===== config.mk =====
export PLATFORM = sky130hd
export DESIGN_NAME = const_div_seq
export DESIGN_NICKNAME = d
export VERILOG_FILES = /design/src/rtl/const_div_seq.sv
export SDC_FILE = /design/constraint.sdc
export NUM_CORES = 1
export LEC_CHECK = 0
export ABC_AREA = 1
export BUFFER_PORTS_ARGS = -buffer_cell sky130_fd_sc_hd__buf_2
export CORE_AREA = 2 2 109 111
export DETAILED_ROUTE_END_ITERATION = 8
export DIE_AREA = 0 0 111 113
export PLACE_DENSITY = 0.57
export SETUP_SLACK_MARGIN = 0.4
export SYNTH_ARGS = -nofsm -noshare
export SYNTH_HDL_FRONTEND = slang
export SYNTH_SLANG_ARGS = --single-unit

===== constraint.sdc =====
create_clock -name clk -period 3.9 [get_ports clk]
set_clock_uncertainty 0.1 [all_clocks]
set_input_delay 0.195 -clock clk [delete_from_list [all_inputs] [get_ports clk]]
set_output_delay 0.195 -clock clk [all_outputs]
set_load 0.01 [all_outputs]

===== src/rtl/const_div_seq.sv =====
// Sequential unsigned divide-by-constant: radix-2^CHUNK digit recurrence, one chunk per clock, MSB first.
// Valid/ready on both sides; a finished result can hand off to the next dividend on the same edge.
module const_div_seq #(
  parameter int WIDTH   = 36,
  parameter int DIVISOR = 113,
  parameter int CHUNK   = 4
) (
  input  logic               clk,
  input  logic               rst_n,
  input  logic               in_valid,
  output logic               in_ready,
  input  logic [WIDTH-1:0]   in_x,
  output logic               out_valid,
  input  logic               out_ready,
  output logic [WIDTH-1:0]   out_q,
  output logic [$clog2(DIVISOR)-1:0] out_r,
  output logic               busy
);

  localparam int NSTEP = (WIDTH + CHUNK - 1) / CHUNK;
  localparam int RW    = $clog2(DIVISOR);
  localparam int PW    = NSTEP * CHUNK;
  localparam int TW    = RW + CHUNK;
  localparam int SW    = (NSTEP > 1) ? $clog2(NSTEP) : 1;

  if (DIVISOR < 2 || DIVISOR > 65535) begin : g_bad_divisor
    $error("const_div_seq: DIVISOR %0d outside 2..65535", DIVISOR);
  end
  if (CHUNK < 1 || CHUNK > 8) begin : g_bad_chunk
    $error("const_div_seq: CHUNK %0d outside 1..8", CHUNK);
  end

  typedef enum logic [1:0] {IDLE, RUN, DONE} state_t;

  state_t            state, stateNext;
  logic [PW-1:0]     xReg;
  logic [WIDTH-1:0]  qReg;
  logic [RW-1:0]     rReg;
  logic [SW-1:0]     step;
  logic [TW-1:0]     partial;
  logic [CHUNK-1:0]  digit;
  logic [RW-1:0]     remNext;
  logic              accept;
  logic              lastStep;

  // One recurrence step; since rReg < DIVISOR the digit always fits in CHUNK bits.
  always_comb begin
    partial  = {rReg, xReg[PW-1 -: CHUNK]};
    digit    = CHUNK'(partial / TW'(DIVISOR));
    remNext  = RW'(partial % TW'(DIVISOR));
    lastStep = (step == SW'(NSTEP - 1));
  end

  always_comb begin
    in_ready  = (state == IDLE) || ((state == DONE) && out_ready);
    out_valid = (state == DONE);
    busy      = (state == RUN);
    out_q     = qReg;
    out_r     = rReg;
    accept    = in_valid && in_ready;
  end

  always_comb begin
    stateNext = state;
    case (state)
      IDLE: if (accept) stateNext = RUN;
      RUN:  if (lastStep) stateNext = DONE;
      DONE: if (out_ready) stateNext = in_valid ? RUN : IDLE;
      default: stateNext = IDLE;
    endcase
  end

  // Quotient keeps only WIDTH bits; the dropped top digits are zero by construction.
  always_ff @(posedge clk) begin
    if (!rst_n) begin
      state <= IDLE;
      xReg  <= '0;
      qReg  <= '0;
      rReg  <= '0;
      step  <= '0;
    end else begin
      state <= stateNext;
      if (accept) begin
        xReg <= PW'(in_x);
        qReg <= '0;
        rReg <= '0;
        step <= '0;
      end else if (state == RUN) begin
        xReg <= xReg << CHUNK;
        qReg <= WIDTH'({qReg, digit});
        rReg <= remNext;
        step <= step + 1'b1;
      end
    end
  end

endmodule


==> flow_summary.toml, run 1 <==
[outcome]
status = "finished, final reports clean"

[yosys]
ys.warnings.count = 0
synth_most_common_cell = "nand2_1"
synth_commonest_cells = "nand2_1, dfxtp_1, inv_1"
synth_top_cell_area_share_pct = 38.28
syn_avg_cell_area_um2 = 6.625
syn_area_um2 = 4446
synth_edf_count = 0
yosysSeqAreaShare_pct = 38.28
synth_area_leaders = "dfxtp_1, nand2_1, a21oi_1"
synth_top_flop_cell = "dfxtp_1"
synthCells = 671
yosysTopAreaCell = "dfxtp_1"
yosys_register_bits = 85
ys_types = 37
ys_async_sr_fraction_pct = 0
synthesis.nets = 717

[timing]
rsz0062_at_grt = "yes"
hold_viol = 0
relSlewSlack_pct = 20.14
slew_violations = 0
fin_crit_ns = 3.528
worst_pin_slew_ns = 1.197
fin_tns_setup_ns = 0
finalSetupViolCount = 0
finalCritPeriodShare_pct = 90.45
max_freq_mhz = 283.5
timing.hold.ws_ns = 0.01013

[final_layout]
final_nets = 829
nFillCells = 1115
n_antenna_cell = 0
syn_to_final_growth_pct = 35.07
drive_above_1_share_pct = 31.22

[setup_path]
crit_end = "out_r[1]"
crit_path_start_kind = "flop"
cp.arrival_ns = 3.67
end_kind = "flop"
r2r_setup_slack_ns = 0.37
required_ns = 4.04
worstSetupStartpoint = "out_r[1]"
critPathKind = "reg -> reg"
ff2ff_path_depth = 25
worstReg2RegEnd = "out_r[1]"
crit_fanout = 7
reg2reg_from = "out_r[1]"

[floorplanning]
boundaryPins = 86
die_area_um2 = 12540
design.core.area_um2 = 11270
rows = 39
die_h_um = 113
die_x_um = 111
start_util_pct = 39.44

[placed_design]
gp_congestion = 0.8583
dp_hpwl_mm = 7.909
io_buffers = 85

[routing]
routed_wl_mm = 12.62
ant_nets = 0
drt-pass1-iter-count = 5
drt_iter0_drc = 287
viasPerCell = 5.035
vias = 4688
post_drt_wl_per_cell_um = 13.55
drc_errors = 0

[clock_tree]
clock_sinks = 85
h-tree-depth = 3
clock_latency_ns = 0.33
cts-root-buf = "clkbuf_16"
cts_buffers = 9
clk_pin_slew_ns = 0.06
cts_tree = "yes"
clk_path_buf_depth = 2

[power_and_ir_drop]
p_leak_nw = 2.696
ir_worst_vdd_uv = 221.6
internal_power_mw = 1.762
pwr-share-clk_pct = 39.7
switching_power_uw = 729.9
comb_power_share_pct = 22.8
switching_share_pct = 29.29
seqPwrFrac_pct = 37.5
p_per_area_nw_per_um2 = 415.0

[flow_run]
max_cap_viol_count = 0

[grt]
grt-ovfl-total = 0
grt_antenna_before_repair = 0
grt_pass1_wl_mm = 19.91
grt_pass1_vias = 4291
track_usage_pct = 18.93
grt_start_max_net_pins = 50

[hold_path]
min_path_cells = 3
min_path_type = "in -> reg"
## critical path: stages (launching register included)
cell and delay [ns]:
dfxtp_4 0.37, nor2_4 0.15, nand2_4 0.09, nand3_4 0.10
nand4_4 0.13, buf_6 0.16, o211ai_4 0.09, nand2_2 0.12
inv_4 0.08, nand3_4 0.10, buf_4 0.15, a21o_1 0.16
nand2_1 0.05, nand2_1 0.10, nand2_2 0.12, nor2_4 0.04
nand2_4 0.13, nand2_4 0.08, buf_4 0.15, o21ai_4 0.18
nor2_4 0.07, a21oi_4 0.25, nand2_4 0.14, nand2_1 0.09
nand3_2 0.08, a21oi_2 0.14
## metal layers
metal	track usage [%]	vias up	share of wire (%)	wire (µm)
met2	30.76	127	49	6173
li1	-	2370	-	-
met1	25.12	2162	45	5632
met4	7.167	0	2.3	293
met5	0	-	0	0
met3	3.642	29	4.1	515
## cell type report
class	instances	area (µm²)	share of cell area, %
Clock buffer	11	242.7	4.043
Timing Repair Buffer	130	767.0	12.77
Inverter	60	236.5	3.938
Clock inverter	5	106.4	1.771
Tap cell	143	178.9	2.980
Sequential cell	85	1717	28.59
Multi-Input combinational cell	497	2756	45.91
## power by group through the flow
stage | clock (mW) | sequential [mW] | combinational, mW
after floorplan | 0 | 0.947 | 0.322
after global placement | 0 | 0.950 | 0.425
after detailed placement | 0 | 0.951 | 0.427
after CTS | 1.01 | 0.933 | 0.480
after global routing | 1.05 | 0.939 | 0.620
final | 0.988 | 0.934 | 0.569
## state kept, by name (all words and copies together), names as in the netlist
| name | flops |
|---|---|
| state | 2 |
| xReg | 36 |
| step | 4 |
| out_r | 7 |
| out_q | 36 |
## placed cells by master, fill, tap and decap left out, types with 2 or more instances in the layout
cell type and count:
nand4_1 6, nand3b_1 2, o211ai_1 2, nor2_1 29, o21ai_4 3, o21ai_0 6, nand2_4 15, clkinvlp_4 2
inv_4 3, o21ai_1 4, nor2_2 2, xor2_1 6, a21oi_1 46, dfxtp_2 3, a31oi_1 32, inv_1 48
nand3_2 8, nand3_4 4, dfxtp_4 3, buf_2 85, a21oi_4 3, buf_4 44, nand2_1 247, clkinv_1 2
ha_4 3, nor2_4 9, nand2_2 27, inv_2 6, xnor2_1 2, dfxtp_1 79, clkbuf_16 9, a21oi_2 3
ha_1 3, bufinv_16 3, nand3_1 23
## cells by family after synthesis
| group | after synthesis | share of synthesized area [%] |
|---|---|---|
| xor gates and xnor gates | 8 | 1.576 |
| and+or+nand+nor | 375 | 36.28 |
| buffers and inverters | 91 | 8.021 |
| AOI/OAI and AO/OA | 106 | 14.16 |
| adders and majority gates | 6 | 1.689 |
| DFF | 85 | 38.28 |
## worst min path at each step
stage | startpoint | endpoint | slack (ns)
final | in_x[2] | xReg[2] | 0.01
after global routing | in_x[1] | xReg[1] | 0.001
after CTS | in_x[2] | xReg[2] | 0.002
after detailed placement | xReg[3] | xReg[3] | 0.35
after global placement | out_q[35] | out_q[35] | 0.35
after floorplan | in_x[0] | xReg[0] | 0.24
## metrics by stage
stage	cells	util, %	setup WS [ns]	total power, mW	instance area, µm²
6_report	931	53.27	0.3723	2.492	6005
4_1_cts	910	49.95	0.4092	2.427	5630
2_1_floorplan	671	-	0.4442	1.270	4446
5_1_grt	931	53.27	0.2043	2.612	6005
3_3_place_gp	873	44.03	0.1443	1.375	4964
3_5_place_dp	873	44.03	0.04361	1.377	4964
## timing repair
| action | in CTS | in global routing |
|---|---|---|
| hold buffers | 0 | 0 |
| setup buffers | 20 | 20 |
| pin swaps | 21 | 40 |
| cloned | 1 | 1 |
| endpoints found under the setup margin | 8 | 8 |
| gates resized for setup | 41 | 60 |
No activity file was read; power rests on OpenSTA's default activity.
==> run 2, diff against run 1 <==
Settings changed: BUFFER_PORTS_ARGS -buffer_cell sky130_fd_sc_hd__buf_2 to -buffer_cell sky130_fd_sc_hd__clkbuf_2.
==> run 2 against run 1 <==
Sequential share of layout area decreased by 0.57 points; register-to-register slack improved by 0.05 ns; die area unchanged; fmax increased by 1.5%; clock power decreased by 14%; first-iteration DRC count increased by 3.5%; via count increased by 0.34%; hold slack improved by 0.0079 ns; critical path type unchanged; largest power group is now registers; highest routed layer unchanged.
==> flow_summary.toml, run 2 (synthesis results as in run 1) <==
[clock_tree]
clk_pin_slew_ns = 0.06
h-tree-depth = 3
clock_latency_ns = 0.33
clock_sinks = 85
clk_path_buf_depth = 2
cts-root-buf = "clkbuf_16"
cts_buffers = 9
cts_tree = "yes"

[setup_path]
cp.arrival_ns = 3.61
max_stage_delay_ns = 0.37
required_ns = 4.03
ff2ff_path_depth = 28
worst_path_most_repeated_cell = "nand2_2"
worstSetupStartpoint = "out_r[1]"
crit_end = "out_r[5]"
critPathKind = "reg -> reg"
reg2reg_from = "out_r[1]"
slowest_stage = "dfxtp_4"
end_kind = "flop"
r2r_setup_slack_ns = 0.42
crit_path_start_kind = "flop"
worstReg2RegEnd = "out_r[5]"
crit_fanout = 7

[power_and_ir_drop]
ir_worst_vdd_uv = 286.5
internal_power_mw = 1.644
pwr-share-clk_pct = 35.9
p_leak_nw = 2.716
switching_power_uw = 730.3
comb_power_share_pct = 24.8
p_per_area_nw_per_um2 = 386.0
seqPwrFrac_pct = 39.3
finalPower_mw = 2.374
switching_share_pct = 30.76

[routing]
dr_wl_met2_mm = 6.165
post_drt_wl_per_cell_um = 13.27
top_layer = "met4"
drc_errors = 0
drt_iter0_drc = 297
viasPerCell = 4.988
met3_length_um = 567
ant_nets = 0
routed_wl_mm = 12.51
wl_met1_mm = 5.572
vias = 4704
drt-pass1-iter-count = 5

[placed_design]
gp_congestion = 0.8384
placed_area_um2 = 4964
dp_hpwl_mm = 8.004
io_buffers = 85

[grt]
grt_pass1_wl_mm = 19.93
grt_antenna_before_repair = 0
grt-ovfl-total = 0
grt_pass1_vias = 4394
grt_start_max_net_pins = 48
track_usage_pct = 18.98

[timing]
hold_viol = 0
timing.hold.ws_ns = 0.01804
worst_pin_slew_ns = 1.186
rsz0062_at_grt = "yes"
fin_crit_ns = 3.476
finalCritPeriodShare_pct = 89.13
fin_tns_setup_ns = 0
max_freq_mhz = 287.7
relSlewSlack_pct = 20.82
finalSetupViolCount = 0
slew_violations = 0

[floorplanning]
boundaryPins = 86
start_util_pct = 39.44
die_h_um = 113
design.core.area_um2 = 11270
die_x_um = 111
die_area_um2 = 12540
rows = 39

[final_layout]
syn_to_final_growth_pct = 38.33
drive_above_1_share_pct = 34.13
n_antenna_cell = 0
final_util_pct = 54.56
final_nets = 841
final_area_um2 = 6150
final_cell_mix = "nand2_1, clkbuf_2, dfxtp_1"
layout_commonest_cell = "nand2_1"

[outcome]
status = "finished, final reports clean"

[flow_run]
max_cap_viol_count = 0

[hold_path]
min_path_type = "in -> reg"
run 2: cell types whose count changed in the layout (fill, tap and decap cells not counted), moves of 5 or more:
cell      previous run  this run
buf_2               85         0
buf_4               44        51
clkbuf_2             0        85
nand2_1            247       241
nand2_2             27        32
nand3_1             23        17
run 2: metal layers:
layer | vias up | track usage [%]
met5 | - | 0
li1 | 2402 | -
met4 | 0 | 6.333
met1 | 2166 | 24.69
met3 | 17 | 3.482
met2 | 119 | 31.98
run 2: critical path, delay by kind of cell (launching register included):
kind | cells | cell delay [ns]
DFF | 1 | 0.37
adders and majority gates | 1 | 0.17
and+or+nand+nor | 21 | 2.19
buffers and inverters | 4 | 0.28
AOI/OAI and AO/OA | 2 | 0.27
run 2: area by class of cell:
type	count	area [µm²]
multi-input combinational	496	2821
sequential	85	1723
tap	143	178.9
clock inverter	5	58.81
clock buffer	11	242.7
inverter	60	232.7
timing repair buffer	143	892.1
fill	1089	5122
run 2: power groups by stage:
stage | Combinational, mW | Sequential (mW) | Clock, mW
2_1_floorplan | 0.322 | 0.947 | 0
3_3_place_gp | 0.428 | 0.950 | 0
3_5_place_dp | 0.427 | 0.951 | 0
4_1_cts | 0.488 | 0.934 | 0.875
5_1_grt | 0.649 | 0.937 | 0.921
6_report | 0.589 | 0.933 | 0.852
run 2: worst min-delay path by stage:
stage	start	to	slack, ns	cells after the start
final	in_x[35]	xReg[35]	0.02	3
after global placement	in_x[3]	xReg[3]	0.34	3
after detailed placement	in_x[1]	xReg[1]	0.34	3
after floorplan	in_x[0]	xReg[0]	0.24	2
after global routing	in_x[18]	xReg[18]	0.007	3
after CTS	in_x[18]	xReg[18]	0.005	3
run 2: stage by stage:
step                      std cells  setup WS, ns
after global placement          873       0.03115
after CTS                       916        0.4054
final                           943        0.4240
after global routing            943        0.2240
after detailed placement        873       0.01209
after floorplan                 671        0.4442
run 2: repair_timing:
| action | in CTS | in global routing |
|---|---|---|
| pin swaps | 26 | 53 |
| endpoints found under the hold margin | 3 | 0 |
| hold buffers | 3 | 0 |
| gates resized for setup | 47 | 77 |
| cloned | 1 | 0 |
| buffers inserted | 23 | 27 |
| setup endpoints to repair | 8 | 8 |
